File: config.mk
export PLATFORM = sky130hd
export DESIGN_NAME = fx2fl_fsm_flat
export DESIGN_NICKNAME = d
export VERILOG_FILES = /design/src/rtl/fx2fl_fsm_pkg.sv /design/src/rtl/fx2fl_fsm_if.sv /design/src/rtl/fx2fl_fsm_abs.sv /design/src/rtl/fx2fl_fsm.sv /design/src/flat_wrapper.sv
export SDC_FILE = /design/constraint.sdc
export NUM_CORES = 1
export LEC_CHECK = 0
export CORE_MARGIN = 3
export CORE_UTILIZATION = 55
export CTS_CLUSTER_DIAMETER = 30
export CTS_CLUSTER_SIZE = 25
export DETAILED_ROUTE_END_ITERATION = 10
export PLACE_DENSITY_LB_ADDON = 0.15
export SETUP_SLACK_MARGIN = 0.5
export SLEW_MARGIN = 15
export SYNTH_ARGS = -nofsm -noshare
export SYNTH_HDL_FRONTEND = slang
export SYNTH_SLANG_ARGS = --single-unit
File: constraint.sdc
create_clock -name clk -period 7.15 [get_ports clk]
set_clock_uncertainty 0.05 [all_clocks]
set_input_delay 1.43 -clock clk [delete_from_list [all_inputs] [get_ports clk]]
set_output_delay 1.43 -clock clk [all_outputs]
set_load 0.01 [all_outputs]
File: src/rtl/fx2fl_fsm_pkg.sv
// Shared constants for the fixed-point to FP32 converter:
// FSM state encodings and single-precision field layout.
package fx2fl_fsm_pkg;

    localparam logic [2:0] S_IDLE = 3'd0;
    localparam logic [2:0] S_ABS  = 3'd1;
    localparam logic [2:0] S_NORM = 3'd2;
    localparam logic [2:0] S_PACK = 3'd3;
    localparam logic [2:0] S_DONE = 3'd4;

    localparam int BIAS   = 127;
    localparam int EXP_W  = 8;
    localparam int FRAC_W = 23;

    localparam logic [31:0] ZERO = 32'h0000_0000;

    function automatic logic [31:0] fp_pack(
        input logic              s,
        input logic [EXP_W-1:0]  e,
        input logic [FRAC_W-1:0] f
    );
        return {s, e, f};
    endfunction

endpackage

File: src/rtl/fx2fl_fsm_if.sv
// Single-shot r_i/r_o request bus carrying the fixed-point
// operand in and the packed FP32 result out.
interface fx2fl_fsm_if;

    logic [31:0] num;
    logic        r_i;
    logic [31:0] res;
    logic        r_o;

    modport master (
        output num,
        output r_i,
        input  res,
        input  r_o
    );

    modport slave (
        input  num,
        input  r_i,
        output res,
        output r_o
    );

endinterface

File: src/rtl/fx2fl_fsm_abs.sv
// Combinational sign/magnitude split of a 32-bit two's-complement word.
// The most negative value maps onto itself, which is the correct magnitude.
module fx_abs (
    input  logic [31:0] num,
    output logic        sign,
    output logic [31:0] mag
);

    assign sign = num[31];
    assign mag  = num[31] ? (~num + 32'd1) : num;

endmodule

File: src/rtl/fx2fl_fsm.sv
// Multicycle signed fixed-point to IEEE-754 single converter.
// Normalises one bit per clock; truncates the fraction.
module fx2fl_fsm
    import fx2fl_fsm_pkg::*;
#(
    parameter int FRAC_BITS = 16
) (
    input logic        clk,
    input logic        rst,
    fx2fl_fsm_if.slave bus
);

    localparam logic [EXP_W-1:0] EXP_BASE = EXP_W'(BIAS + 31 - FRAC_BITS);

    logic [2:0]        state;
    logic [31:0]       num_q;
    logic [31:0]       mag;
    logic [4:0]        k;
    logic              sign;
    logic [31:0]       res_q;
    logic              abs_sign;
    logic [31:0]       abs_mag;
    logic [EXP_W-1:0]  exp_f;

    fx_abs u_abs (
        .num  (num_q),
        .sign (abs_sign),
        .mag  (abs_mag)
    );

    // 9-bit exponent truncated to 8 bits equals this modulo-256 difference
    assign exp_f = EXP_BASE - {3'd0, k};

    always_ff @(posedge clk or posedge rst) begin
        if (rst) begin
            state <= S_IDLE;
            num_q <= '0;
            mag   <= '0;
            k     <= '0;
            sign  <= 1'b0;
            res_q <= ZERO;
        end else begin
            unique case (state)
                S_IDLE: begin
                    if (bus.r_i) begin
                        num_q <= bus.num;
                        state <= S_ABS;
                    end
                end
                S_ABS: begin
                    sign  <= abs_sign;
                    mag   <= abs_mag;
                    k     <= '0;
                    state <= S_NORM;
                end
                // exits once the leading one reaches bit 31 (or value is zero)
                S_NORM: begin
                    if (mag == 32'd0 || mag[31]) begin
                        state <= S_PACK;
                    end else begin
                        mag <= mag << 1;
                        k   <= k + 5'd1;
                    end
                end
                S_PACK: begin
                    if (mag == 32'd0)
                        res_q <= ZERO;
                    else
                        res_q <= fp_pack(sign, exp_f, mag[30:8]);
                    state <= S_DONE;
                end
                S_DONE: begin
                    state <= S_IDLE;
                end
                default: begin
                    state <= S_IDLE;
                end
            endcase
        end
    end

    assign bus.r_o = (state == S_DONE);
    assign bus.res = res_q;

endmodule
File: src/flat_wrapper.sv
// flat-port wrapper written by rule: the top's interface ports become plain ports
module fx2fl_fsm_flat import fx2fl_fsm_pkg::*;
#(
    parameter int FRAC_BITS = 16
)
  (clk, rst, bus_num, bus_r_i, bus_res, bus_r_o);
  fx2fl_fsm_if bus_i ();
  input logic clk;
  input logic rst;
  input wire logic [$bits(bus_i.num)-1:0] bus_num;
  input wire logic [$bits(bus_i.r_i)-1:0] bus_r_i;
  output wire logic [$bits(bus_i.res)-1:0] bus_res;
  output wire logic [$bits(bus_i.r_o)-1:0] bus_r_o;
  assign bus_i.num = bus_num;
  assign bus_i.r_i = bus_r_i;
  assign bus_res = bus_i.res;
  assign bus_r_o = bus_i.r_o;
  fx2fl_fsm #(.FRAC_BITS(FRAC_BITS)) u_core (.clk(clk), .rst(rst), .bus(bus_i));
endmodule
# Yosys cells after proc, flatten, opt, wreduce, memory -nomap -nowiden
# Cells that the tools add are included.
# totals
elab_cells	33
ff_bits	105
# classes
reduce_logical	7
addsub	3
mux	9
bitwise	1
eq_ne	7
# op_table
operator	n
$mux 32	3
$pmux 32 s2	1
$add 32x1->32 const B	1
$logic_not 32->1	1
$not 32->32	1
$pmux 3 s4	1
$pmux 5 s2	1
$sub 8x5->8 const A	1
$eq 3x2->1 const B	2
$mux 3	2
$reduce_and 2->1	3
$add 5x1->5 const B	1
$mux 5	1
$ne 2x2->1 const B	2
$eq 3x1->1 const B	1
$eq 3x3->1 const B	1
$logic_not 3->1	1
$ne 2x1->1 const B	1
$reduce_bool 2->1	1
$logic_or 1x1->1	1

# Depth between registers and ports, before layout
# Gate-level depths: netlist of the first run.
# logic_depth
ltp_word	4
ltp_mapped	8
mapped_depth_nobuf	7

# Hierarchy
# From an unflattened synthesis of the first run, not the netlist that was laid out.
# unflattened
cells_unflattened	453
area_unflattened_um2	5393.9
# by_module_without_submodules
module	instances	area_per_inst_um2	cells_each	seq_area_each_um2
fx2fl_fsm	1	4609.4	350	2627.5
fx_abs	1	784.5	103	0.0

# Worst setup path before layout of the first run
# No wires, ideal clock.
# synth_path
path_type	input to register
startpoint	input port bus_r_i
endpoint	register u_core.num_q[10]
setup_time_ns	0.125
setup_slack_ns	4.358
arrival_ns	2.617
required_ns	6.975
path_stages	3
path_buffers	1
cell_sequence	nor4b_2 clkbuf_1 mux2_2
# synth_between
elab_chain_len	1
# synth_rtl
item	line	rtl
start, declared	flat_wrapper.sv:11	input wire logic [$bits(bus_i.r_i)-1:0] bus_r_i;
$reduce_and 2->1 (no line)	n/a	
end signal, assigned	fx2fl_fsm.sv:46	num_q <= bus.num;
end, declared	fx2fl_fsm.sv:16	logic [31:0] num_q;
# Every way passes these cells.
# A chain may end at the register's enable or synchronous reset.

# Worst setup path after layout of the first run
# layout_path
startpoint	register u_core.state[2]
endpoint	output port bus_r_o
# layout_between
elab_chain_len	1
# layout_rtl
item	line	rtl
start, declared	fx2fl_fsm.sv:15	logic [2:0] state;
start signal, assigned	fx2fl_fsm.sv:36	state <= S_IDLE;
start signal, assigned	fx2fl_fsm.sv:47	state <= S_ABS;
start signal, assigned	fx2fl_fsm.sv:54	state <= S_NORM;
$eq 3x3->1	fx2fl_fsm.sv:82	assign bus.r_o = (state == S_DONE);
end, declared	flat_wrapper.sv:13	output wire logic [$bits(bus_i.r_o)-1:0] bus_r_o;
# Every way passes these cells.

==> impl_results.md, run 1 <==
* Routed wire per std cell at ~17 um
* Area grow syn2layout at 19.32%
* Crit path required time at 5670 ps
* Site Rows at 34
* Slew Limit Fails at 0
* Final WL at 10.66 mm
* Clk_lat worst skew at ~370 ps
* Final Net Count at about 550
* First-pass GRT wire length at 18.07 mm
* CP Capture Type: output port
* Hold Violations, Final at 0
* Hold depth at 2
* Most common cell after layout, fill and taps aside: dfrtp_1
* # hold bufs at CTS at 0
* Worst setup margin at 3894 ps
* Starting density of the core at 56.75%
* Die area at 0.01022 sq mm
* Yosys cell types at between 50 and 60
* Clk slew on worst S/H paths at 110 ps
* Post-CTS Resized at 0
* Max VDD drop at 0.2417 mV
* Share of layout cells above drive strength 1 at 15.38%
* Post-DP HPWL at 7.513 mm
* Leak at 2.437 nW
* Buffers on Ports at 67
* Residual DRC count at 0
* Most frequent cells in the layout: dfrtp_1 (105), clkdlybuf4s50_1 (67), nand2_1 (44)
* H-tree Lvls at 3
* Fillers at slightly below 700
* Fin crit share at 45.54%
* Worst slew pin tran at 1027 ps
* Via count at 3745
* Fin crit period at 3256 ps
* Worst r2r path cells at 6
* CP Class: register to output port
* Total power at 2.784 mW
* Die H at 101.1 um
* Clock Path Buffers at 2
* Initial antenna violation count at 0
* Asr flop ratio synth at 100.0%
* Main synth FF type: dfrtp_1
* Setup_tns at 0 ps
* Vias/cell at a little under 6
* Type of the worst min-delay path: register to register
* Seq cells post-synth at 105
* Post-route ant nets at 0
* DRT Pass-1 Iters at 4
* Relative slew slack at 31.52%
* # IOs at 68
* Max_cap viols at 0
* Initial DRC Count at ~270
* Dpl ws at 3976 ps
* WHS at 438.9 ps
* Post-Syn Area at 0.004974 sq mm
* Post-route insts no fill at 628
* Num CTS Buffers at 9
* CP Launch Type: register
* RSZ-0062 raised after global routing: no
* Die W at 101.1 um
* Data arrival, critical path at 1780 ps
* Post-synthesis sequential area ratio at 52.83%
* Post-synthesis area per instance at 10.88 sq um
* Clock sink count at 105
* Synthesis Warnings at 0
* Vias in the first global route at 3579
* Achievable Freq at 307.1 MHz
* Largest net degree at the start of global routing at 85
* Status: finished clean
* Syn_nets at 495
* Number of synthesized flops with an enable pin at 0
* Setup bufs post-CTS at 0
* Worst-path maximum fanout at 8
* CTS tree: done
* Grt ovf at 0
* Power per cell area at around 470 mW/mm^2
* Root buf cell: clkbuf_8
* Core ar. at approximately 0.0088 sq mm
* GRT Total Usage at 22.20%
* GP Congestion at 0.8546
* Placed insts at 612
* Final setup fails at 0
* Antenna diode count at 0
* Mapped Cells at 457
==> synth_stat cells, types with 2 or more instances <==
master,number,area [sq um]
nor4_4,2,42.54
a21o_1,2,15.01
o41ai_1,6,52.55
dfrtp_1,105,2628
nand2_1,44,165.2
a22o_1,26,227.7
or4_1,3,22.52
nor3b_1,3,22.52
buf_2,4,20.02
or3_1,4,25.02
ha_1,3,37.54
o31ai_1,9,67.56
o21ai_0,29,145.1
o211ai_1,2,15.01
a221o_1,3,30.03
a21oi_1,17,85.08
nand4_1,5,31.28
nor3_1,5,25.02
inv_1,5,18.77
mux2i_1,2,20.02
or2_2,3,18.77
or3b_2,3,26.28
nor2_1,33,123.9
a41oi_1,2,17.52
o22ai_1,3,18.77
o21ai_1,2,10.01
xor2_1,12,105.1
a211oi_1,3,22.52
and2_1,2,12.51
nand3_1,8,40.04
nor4_1,11,68.82
clkbuf_1,24,90.09
xnor2_1,15,131.4
mux2_2,32,360.4
o221a_2,7,78.83
==> path summary, 6_finish.rpt <==
check                                               start                              to  slack (ps)
max                           u_core.state[2]$_DFFE_PP0P_                         bus_r_o        3890
min                        u_core.bus.res[27]$_DFFE_PP0P_  u_core.bus.res[27]$_DFFE_PP0P_         440
max reg2reg                   u_core.state[1]$_DFFE_PP0P_       u_core.mag[2]$_DFFE_PP0P_        4290
min reg2reg                u_core.bus.res[27]$_DFFE_PP0P_  u_core.bus.res[27]$_DFFE_PP0P_         440
max in group asynchronous                             rst      u_core.mag[28]$_DFFE_PP0P_        4450
min in group asynchronous                             rst  u_core.bus.res[30]$_DFFE_PP0P_        1280
==> state kept, by name (all words and copies together) (netlist names) <==
register and flops:
u_core.state 3, u_core.k 5, u_core.bus.res 32, u_core.mag 32, u_core.sign 1, u_core.num_q 32
==> layer usage <==
layer  wire length (um)  up-vias  GRT usage [%]
met5                  0        -              0
met4                108        0          6.442
met3                737        7          3.599
met2               4892      117          32.65
met1               4925     1817          33.89
li1                   -     1804              -
==> layout make-up <==
| class | instances | area (sq um) | share of cell area [%] |
|---|---|---|---|
| multi-input combinational | 318 | 2227 | 37.53 |
| tap | 108 | 135.1 | 2.277 |
| timing repair buffer | 76 | 738.2 | 12.44 |
| clock inverter | 6 | 57.56 | 0.9699 |
| inverter | 5 | 21.27 | 0.3584 |
| clock buffer | 10 | 127.6 | 2.151 |
| sequential | 105 | 2628 | 44.28 |
==> critical path: stages (launching register included) <==
cell             delay [ps]
dfrtp_1                 520
nor3b_1                 300
clkdlybuf4s50_1         590
==> power by group <==
part	switching (mW)	internal, mW	leakage, nW
Clock	0.218	0.136	0.0957
Combinational	0.595	0.650	1.06
Sequential	0.313	0.873	1.28
Total	1.13	1.66	2.44
==> metrics by stage <==
step,utilization [%],cell area (sq um)
finish,67.72,5934
global route,67.72,5934
CTS,67.72,5934
detailed placement,65.61,5749
global placement,65.61,5749
floorplan,-,4974
==> kinds of logic (layout without fill, tap and decap cells) <==
| group | after synthesis | count (layout) | synth area share, % |
|---|---|---|---|
| xor+xnor | 27 | 27 | 4.755 |
| compound gates | 117 | 117 | 16.81 |
| buf+inv | 34 | 97 | 2.667 |
| flops | 105 | 105 | 52.83 |
| simple gates | 137 | 137 | 14.54 |
| fa+ha+maj | 3 | 3 | 0.7548 |
| mux | 34 | 34 | 7.648 |
Power figures use the tool's default switching activity.
==> run 2, diff against run 1 <==
--- a/config.mk
+++ b/config.mk
@@ -6,7 +6,7 @@
 export NUM_CORES = 1
 export LEC_CHECK = 0
 export CORE_MARGIN = 3
-export CORE_UTILIZATION = 55
+export CORE_UTILIZATION = 50
 export CTS_CLUSTER_DIAMETER = 30
 export CTS_CLUSTER_SIZE = 25
 export DETAILED_ROUTE_END_ITERATION = 10
==> constraint.sdc (replaced) <==
create_clock -name clk -period 2.8 [get_ports clk]
set_clock_uncertainty 0.05 [all_clocks]
set_input_delay 0.56 -clock clk [delete_from_list [all_inputs] [get_ports clk]]
set_output_delay 0.56 -clock clk [all_outputs]
set_load 0.01 [all_outputs]
==> impl_results.md, run 2 (synthesis gave the netlist of run 1 again) <==
* Final Net Count at 564 (+2.0%)
* Initial antenna violation count at 0 (unchanged)
* Area of the multi-input gates at 0.002282 sq mm (+2.5%)
* Routed wire per std cell at 17.09 um (+0.67%)
* Total stage count of the critical path at 6 (+4)
* FF-to-FF End: u_core.mag[27]$_DFFE_PP0P_
* Crit path from: u_core.num_q[21]$_DFFE_PP0P_
* Fin crit period at 2310 ps
* Hold depth at 2 (unchanged)
* Final WL at 11.26 mm (+5.6%)
* Relative slew slack at 42.54% (+11 points)
* CP Launch Type: register
* Max VDD drop at 0.6136 mV (+150%)
* RSZ-0062 raised after global routing: yes
* H-tree Lvls at 3 (unchanged)
* Post-route ant nets at 0 (unchanged)
* Final setup fails at 0 (unchanged)
* Register area at 0.002634 sq mm (+0.24%)
* Via count at 3882 (+3.7%)
* Root buf cell: clkbuf_8
* Vias in the first global route at 3737 (+4.4%)
* CTS tree: done
* Starting density of the core at 52.58% (-4.2 points)
* Post-route insts no fill at 659 (+4.9%)
* Crit-path cells: or2_4 > or4_4 > or3_4 > or2_0 > a211o_1 > a22o_1
* DRT Pass-1 Iters at 5 (+1)
* Setup_tns at 0 ps (unchanged)
* Fin crit share at 82.52%
* # hold bufs at CTS at 0 (unchanged)
* GRT Total Usage at 21.07% (-1.1 points)
* Fillers at 764 (+10%)
* Crit path required time at 3020 ps (-2650 ps)
* Core ar. at 0.009459 sq mm (+7.9%)
* Buffers on Ports at 67 (unchanged)
* CP Capture Type: register
* Total power at 7.286 mW (+160%)
* CP top delay family: simple AND/OR/NAND/NOR gates
* Area grow syn2layout at 23.25%
* Buf+Inv Stages, Crit Path at 0 (-1)
* Clock sink count at 105 (unchanged)
* Achievable Freq at 432.8 MHz
* Most frequent cells in the layout: dfrtp_1 (100), clkdlybuf4s50_1 (66), nand2_1 (43)
* Vias/cell at 5.891 (-1.2%)
* Grt ovf at 0 (unchanged)
* Max incr delay on CP at 450 ps (-140 ps)
* Register-to-Register Setup Slack at 490 ps (-3800 ps)
* Data arrival, critical path at 2530 ps (+750 ps)
* Most common cell after layout, fill and taps aside: dfrtp_1
* Largest net degree at the start of global routing at 48 (-44%)
* Clk slew on worst S/H paths at 110 ps (about the same)
* Clk_lat worst skew at 370 ps (about the same)
* Site Rows at 35 (+2.9%)
* First-pass GRT wire length at 19.09 mm (+5.6%)
* Status: finished clean
* Worst setup margin at 489.6 ps (-3405 ps)
* Placed insts at 638 (+4.2%)
* Die H at 105.7 um (+4.6%)
* Type of the worst min-delay path: register to register
* Leak at 2.507 nW (+2.9%)
* # IOs at 68 (unchanged)
* Power per cell area at 1189 mW/mm^2 (+150%)
* CP Class: register to register
* Max_cap viols at 0 (unchanged)
* Dpl ws at 422.0 ps (-3554 ps)
* Initial DRC Count at 233 (-14%)
* Fin util at 64.80% (-2.9 points)
* Slew Limit Fails at 0 (unchanged)
* Die area at 0.01118 sq mm (+9.4%)
* Post-DP HPWL at 8.084 mm (+7.6%)
* Hold EP: u_core.bus.res[27]$_DFFE_PP0P_
* Worst slew pin tran at 858.7 ps (-168.6 ps)
* Slowest CP cell: or4_4
* Hold_sp: u_core.bus.res[27]$_DFFE_PP0P_
* Antenna diode count at 0 (unchanged)
* Share of layout cells above drive strength 1 at 20.19% (+4.8 points)
* Residual DRC count at 0 (unchanged)
* Num CTS Buffers at 9 (unchanged)
* Worst-path maximum fanout at 4 (-4)
* GP Congestion at 0.8750 (+2.4%)
* Hold Violations, Final at 0 (unchanged)
* Die W at 105.7 um (+4.6%)
* Clock Path Buffers at 2 (unchanged)
* Reg2reg start: u_core.num_q[21]$_DFFE_PP0P_
* Worst r2r path cells at 6 (unchanged)
-- run 2: worst reg2reg max path: stages, from the launching register on --
cell and delay [ps]:
dfrtp_1 400, or2_4 280, or4_4 450, or3_4 340, or2_0 230, a211o_1 300
a22o_1 170
-- run 2: area by class of cell --
cell class	instances	area share [%]
Clock buffer	9	2.021
Clock inverter	6	0.8777
Inverter	5	0.3674
Multi-Input combinational cell	318	37.23
Sequential cell	105	42.97
Tap cell	129	2.633
Timing Repair Buffer	87	13.90
-- run 2: worst max-delay path by stage --
| stage | slack [ps] | endpoint |
|---|---|---|
| 5_1_grt | 380 | u_core.mag[27]$_DFFE_PP0P_ |
| 2_1_floorplan | 570 | u_core.mag[27]$_DFFE_PP0P_ |
| 3_5_place_dp | 420 | u_core.mag[27]$_DFFE_PP0P_ |
| 3_3_place_gp | 500 | u_core.mag[27]$_DFFE_PP0P_ |
| 6_report | 490 | u_core.mag[27]$_DFFE_PP0P_ |
| 4_1_cts | 520 | u_core.mag[10]$_DFFE_PP0P_ |
-- run 2: layer usage --
metal / track usage [%] / wire length [um]
met1: 30.85 / 5185
met5: 0 / 0
met4: 6.198 / 154
met3: 2.572 / 546
met2: 33.06 / 5378
-- run 2: through the flow --
stage | hold WS [ps] | area, sq um
floorplan | 397.2 | 4977
global placement | 413.0 | 5839
detailed placement | 419.8 | 5839
CTS | 445.5 | 6058
global route | 472.1 | 6130
finish | 435.2 | 6130
-- run 2: report_power, final --
group | switching (mW) | internal (mW)
Combinational | 1.60 | 1.76
Clock | 0.546 | 0.332
Sequential | 0.815 | 2.24
Total | 2.96 | 4.33
-- run 2: repair_timing --
action / 4_1_cts / 5_1_grt
setup endpoints to repair: 4 / 31
gates resized for setup: 5 / 14
pin swaps: 3 / 3
setup buffers: 4 / 2
==> run 3, diff against run 2 <==
--- a/config.mk
+++ b/config.mk
@@ -6,7 +6,7 @@
 export NUM_CORES = 1
 export LEC_CHECK = 0
 export CORE_MARGIN = 3
-export CORE_UTILIZATION = 50
+export CORE_UTILIZATION = 55
 export CTS_CLUSTER_DIAMETER = 30
 export CTS_CLUSTER_SIZE = 25
 export DETAILED_ROUTE_END_ITERATION = 10
==> constraint.sdc (replaced) <==
create_clock -name clk -period 2.4 [get_ports clk]
set_clock_uncertainty 0.05 [all_clocks]
set_input_delay 0.48 -clock clk [delete_from_list [all_inputs] [get_ports clk]]
set_output_delay 0.48 -clock clk [all_outputs]
set_load 0.01 [all_outputs]
==> impl_results.md, run 3 (synthesis gave the netlist of run 1 again) <==
* Die area at 0.01022 sq mm (-8.6%)
* Max incr delay on CP at 480 ps (+30 ps)
* Global routing's busiest layer: met2
* Slowest CP cell: dfrtp_2
* Initial antenna violation count at 0 (unchanged)
* Setup_tns at 0 ps (unchanged)
* Fin crit period at 2375 ps (+64.68 ps)
* Achievable Freq at 421.0 MHz (-2.7%)
* Post-DP HPWL at 7.981 mm (-1.3%)
* Worst setup margin at 24.89 ps (-464.7 ps)
* Routed wire per std cell at 20.91 um (+22%)
* Worst-path maximum fanout at 5 (+1)
* Site Rows at 34 (-2.9%)
* Root buf cell: clkbuf_8
* Largest net degree at the start of global routing at 106 (+120%)
* Dpl ws at 89.76 ps (-332.2 ps)
* Area grow syn2layout at 41.33%
* CTS tree: done
* Clk_lat worst skew at 390 ps (+20 ps)
* Clock sink count at 105 (unchanged)
* Sw power at 4.258 mW (+44%)
* Switching share of power at 41.66% (+1.0 points)
* WHS at 437.4 ps (+2.217 ps)
* Grt ovf at 0 (unchanged)
* Placed insts at 629 (-1.4%)
* Num CTS Buffers at 9 (unchanged)
* Max_cap viols at 0 (unchanged)
* Met3 Track Usage GR at 4.775% (+2.2 points)
* Fin crit share at 98.96% (+16 points)
* Clock Path Buffers at 2 (unchanged)
* Data arrival, critical path at 2600 ps (+70 ps)
* Vias in the first global route at 4191 (+12%)
* Vias/cell at 6.327 (+7.4%)
* Slew Limit Fails at 0 (unchanged)
* # IOs at 68 (unchanged)
* Starting density of the core at 56.75% (+4.2 points)
* Type of the worst min-delay path: register to register
* Worst slew pin tran at 565.6 ps (-293.1 ps)
* CP Class: register to register
* CP Capture Type: register
* CP Launch Type: register
* Initial DRC Count at 374 (+61%)
* First-pass GRT wire length at 21.25 mm (+11%)
* Residual DRC count at 0 (unchanged)
* Leak at 2.959 nW (+18%)
* Post-route insts no fill at 698 (+5.9%)
* Internal at 5.962 mW (+38%)
* GP Congestion at 0.9975 (+14%)
* Power per cell area at 1454 mW/mm^2 (+22%)
* Core ar. at 0.008763 sq mm (-7.4%)
* Total power at 10.22 mW (+40%)
* Relative slew slack at 62.21% (+20 points)
* Die H at 101.1 um (-4.4%)
* Comb power frac at 52.6% (+6.5 points)
* Reg power frac at 36.0% (-5.9 points)
* Via count at 4416 (+14%)
* Die W at 101.1 um (-4.4%)
* Met1 usage at 35.81% (+5.0 points)
* Final WL at 14.59 mm (+30%)
* M2 GR Usage at 42.30% (+9.2 points)
* RSZ-0062 raised after global routing: yes
* # hold bufs at CTS at 0 (unchanged)
* GRT Total Usage at 26.31% (+5.2 points)
* Crit-path cells: nor4_4 > nand4_2 > or3_1 > or2_1 > a211o_1 > a22o_1
* Antenna diode count at 0 (unchanged)
* Status: finished clean
* Final Net Count at 623 (+10%)
* Clk network pwr share at 11.4% (-0.7 points)
* Hold Violations, Final at 0 (unchanged)
* Buffers on Ports at 67 (unchanged)
* Share of layout cells above drive strength 1 at 35.42% (+15 points)
* Final setup fails at 0 (unchanged)
* Max VDD drop at 0.8551 mV (+39%)
* Clk slew on worst S/H paths at 110 ps (about the same)
* Most common cell after layout, fill and taps aside: dfrtp_1
* Most frequent cells in the layout: dfrtp_1 (96), clkdlybuf4s50_1 (66), buf_4 (64)
* Worst r2r path cells at 6 (unchanged)
* Hold depth at 2 (unchanged)
* Crit path required time at 2620 ps (-400 ps)
* H-tree Lvls at 3 (unchanged)
* Post-route ant nets at 0 (unchanged)
* DRT Pass-1 Iters at 5 (unchanged)
[run 3: changes by cell type in the layout (fill, tap and decap cells not counted), moves of 6 or more]
cell     change
buf_4       +47
o31ai_1      -6
nor4_1       -6
buf_6        +9
o21ai_0     -12
[run 3: final timing paths]
| kind | start | end | slack, ps |
|---|---|---|---|
| worst max-delay path | u_core.num_q[15]$_DFFE_PP0P_ | u_core.mag[27]$_DFFE_PP0P_ | 20 |
| worst min-delay path | u_core.bus.res[25]$_DFFE_PP0P_ | u_core.bus.res[25]$_DFFE_PP0P_ | 440 |
| worst max register to register | u_core.num_q[15]$_DFFE_PP0P_ | u_core.mag[27]$_DFFE_PP0P_ | 20 |
| worst min register to register | u_core.bus.res[25]$_DFFE_PP0P_ | u_core.bus.res[25]$_DFFE_PP0P_ | 440 |
| max in group asynchronous | rst | u_core.num_q[13]$_DFFE_PP0P_ | 1330 |
| min in group asynchronous | rst | u_core.bus.res[6]$_DFFE_PP0P_ | 540 |
[run 3: layout make-up]
cell class                      instances  area (sq um)
Inverter                                5         22.52
Fill cell                             496          1734
Sequential cell                       105          2639
Clock buffer                           10         127.6
Timing Repair Buffer                  145          1346
Clock inverter                          6         75.07
Multi-Input combinational cell        319          2684
Tap cell                              108         135.1
[run 3: power groups by stage]
stage	Combinational (mW)	Sequential, mW	Clock, mW
2_1_floorplan	2.65	3.36	0
3_3_place_gp	3.92	3.47	0
3_5_place_dp	4.02	3.51	0
4_1_cts	4.74	3.50	1.16
5_1_grt	5.76	3.75	1.24
6_report	5.37	3.68	1.17
[run 3: through the flow]
| step | area (sq um) | utilization, % |
|---|---|---|
| final | 7029 | 80.21 |
| after global routing | 7029 | 80.21 |
| after CTS | 6674 | 76.16 |
| after detailed placement | 5919 | 67.55 |
| after global placement | 5919 | 67.55 |
| after floorplan | 5006 | - |
[run 3: routing by layer]
metal,vias to the layer above,part of all wire [%]
li1,1937,-
met1,2200,41
met2,222,49
met3,57,6.5
met4,0,4.1
met5,-,0
[run 3: timing repair]
item / in CTS / in global routing
buffers inserted: 32 / 19
pin swaps: 45 / 26
gates cloned: 2 / 0
endpoints found under the setup margin: 56 / 58
gates resized for setup: 61 / 50
[run 3: worst max-delay path: cells and delay by family (launching register included)]
kind	cells	cell delay, ps
AO/OA/AOI/OAI	2	470
AND/OR/NAND/NOR	4	1260
flip-flops	1	480
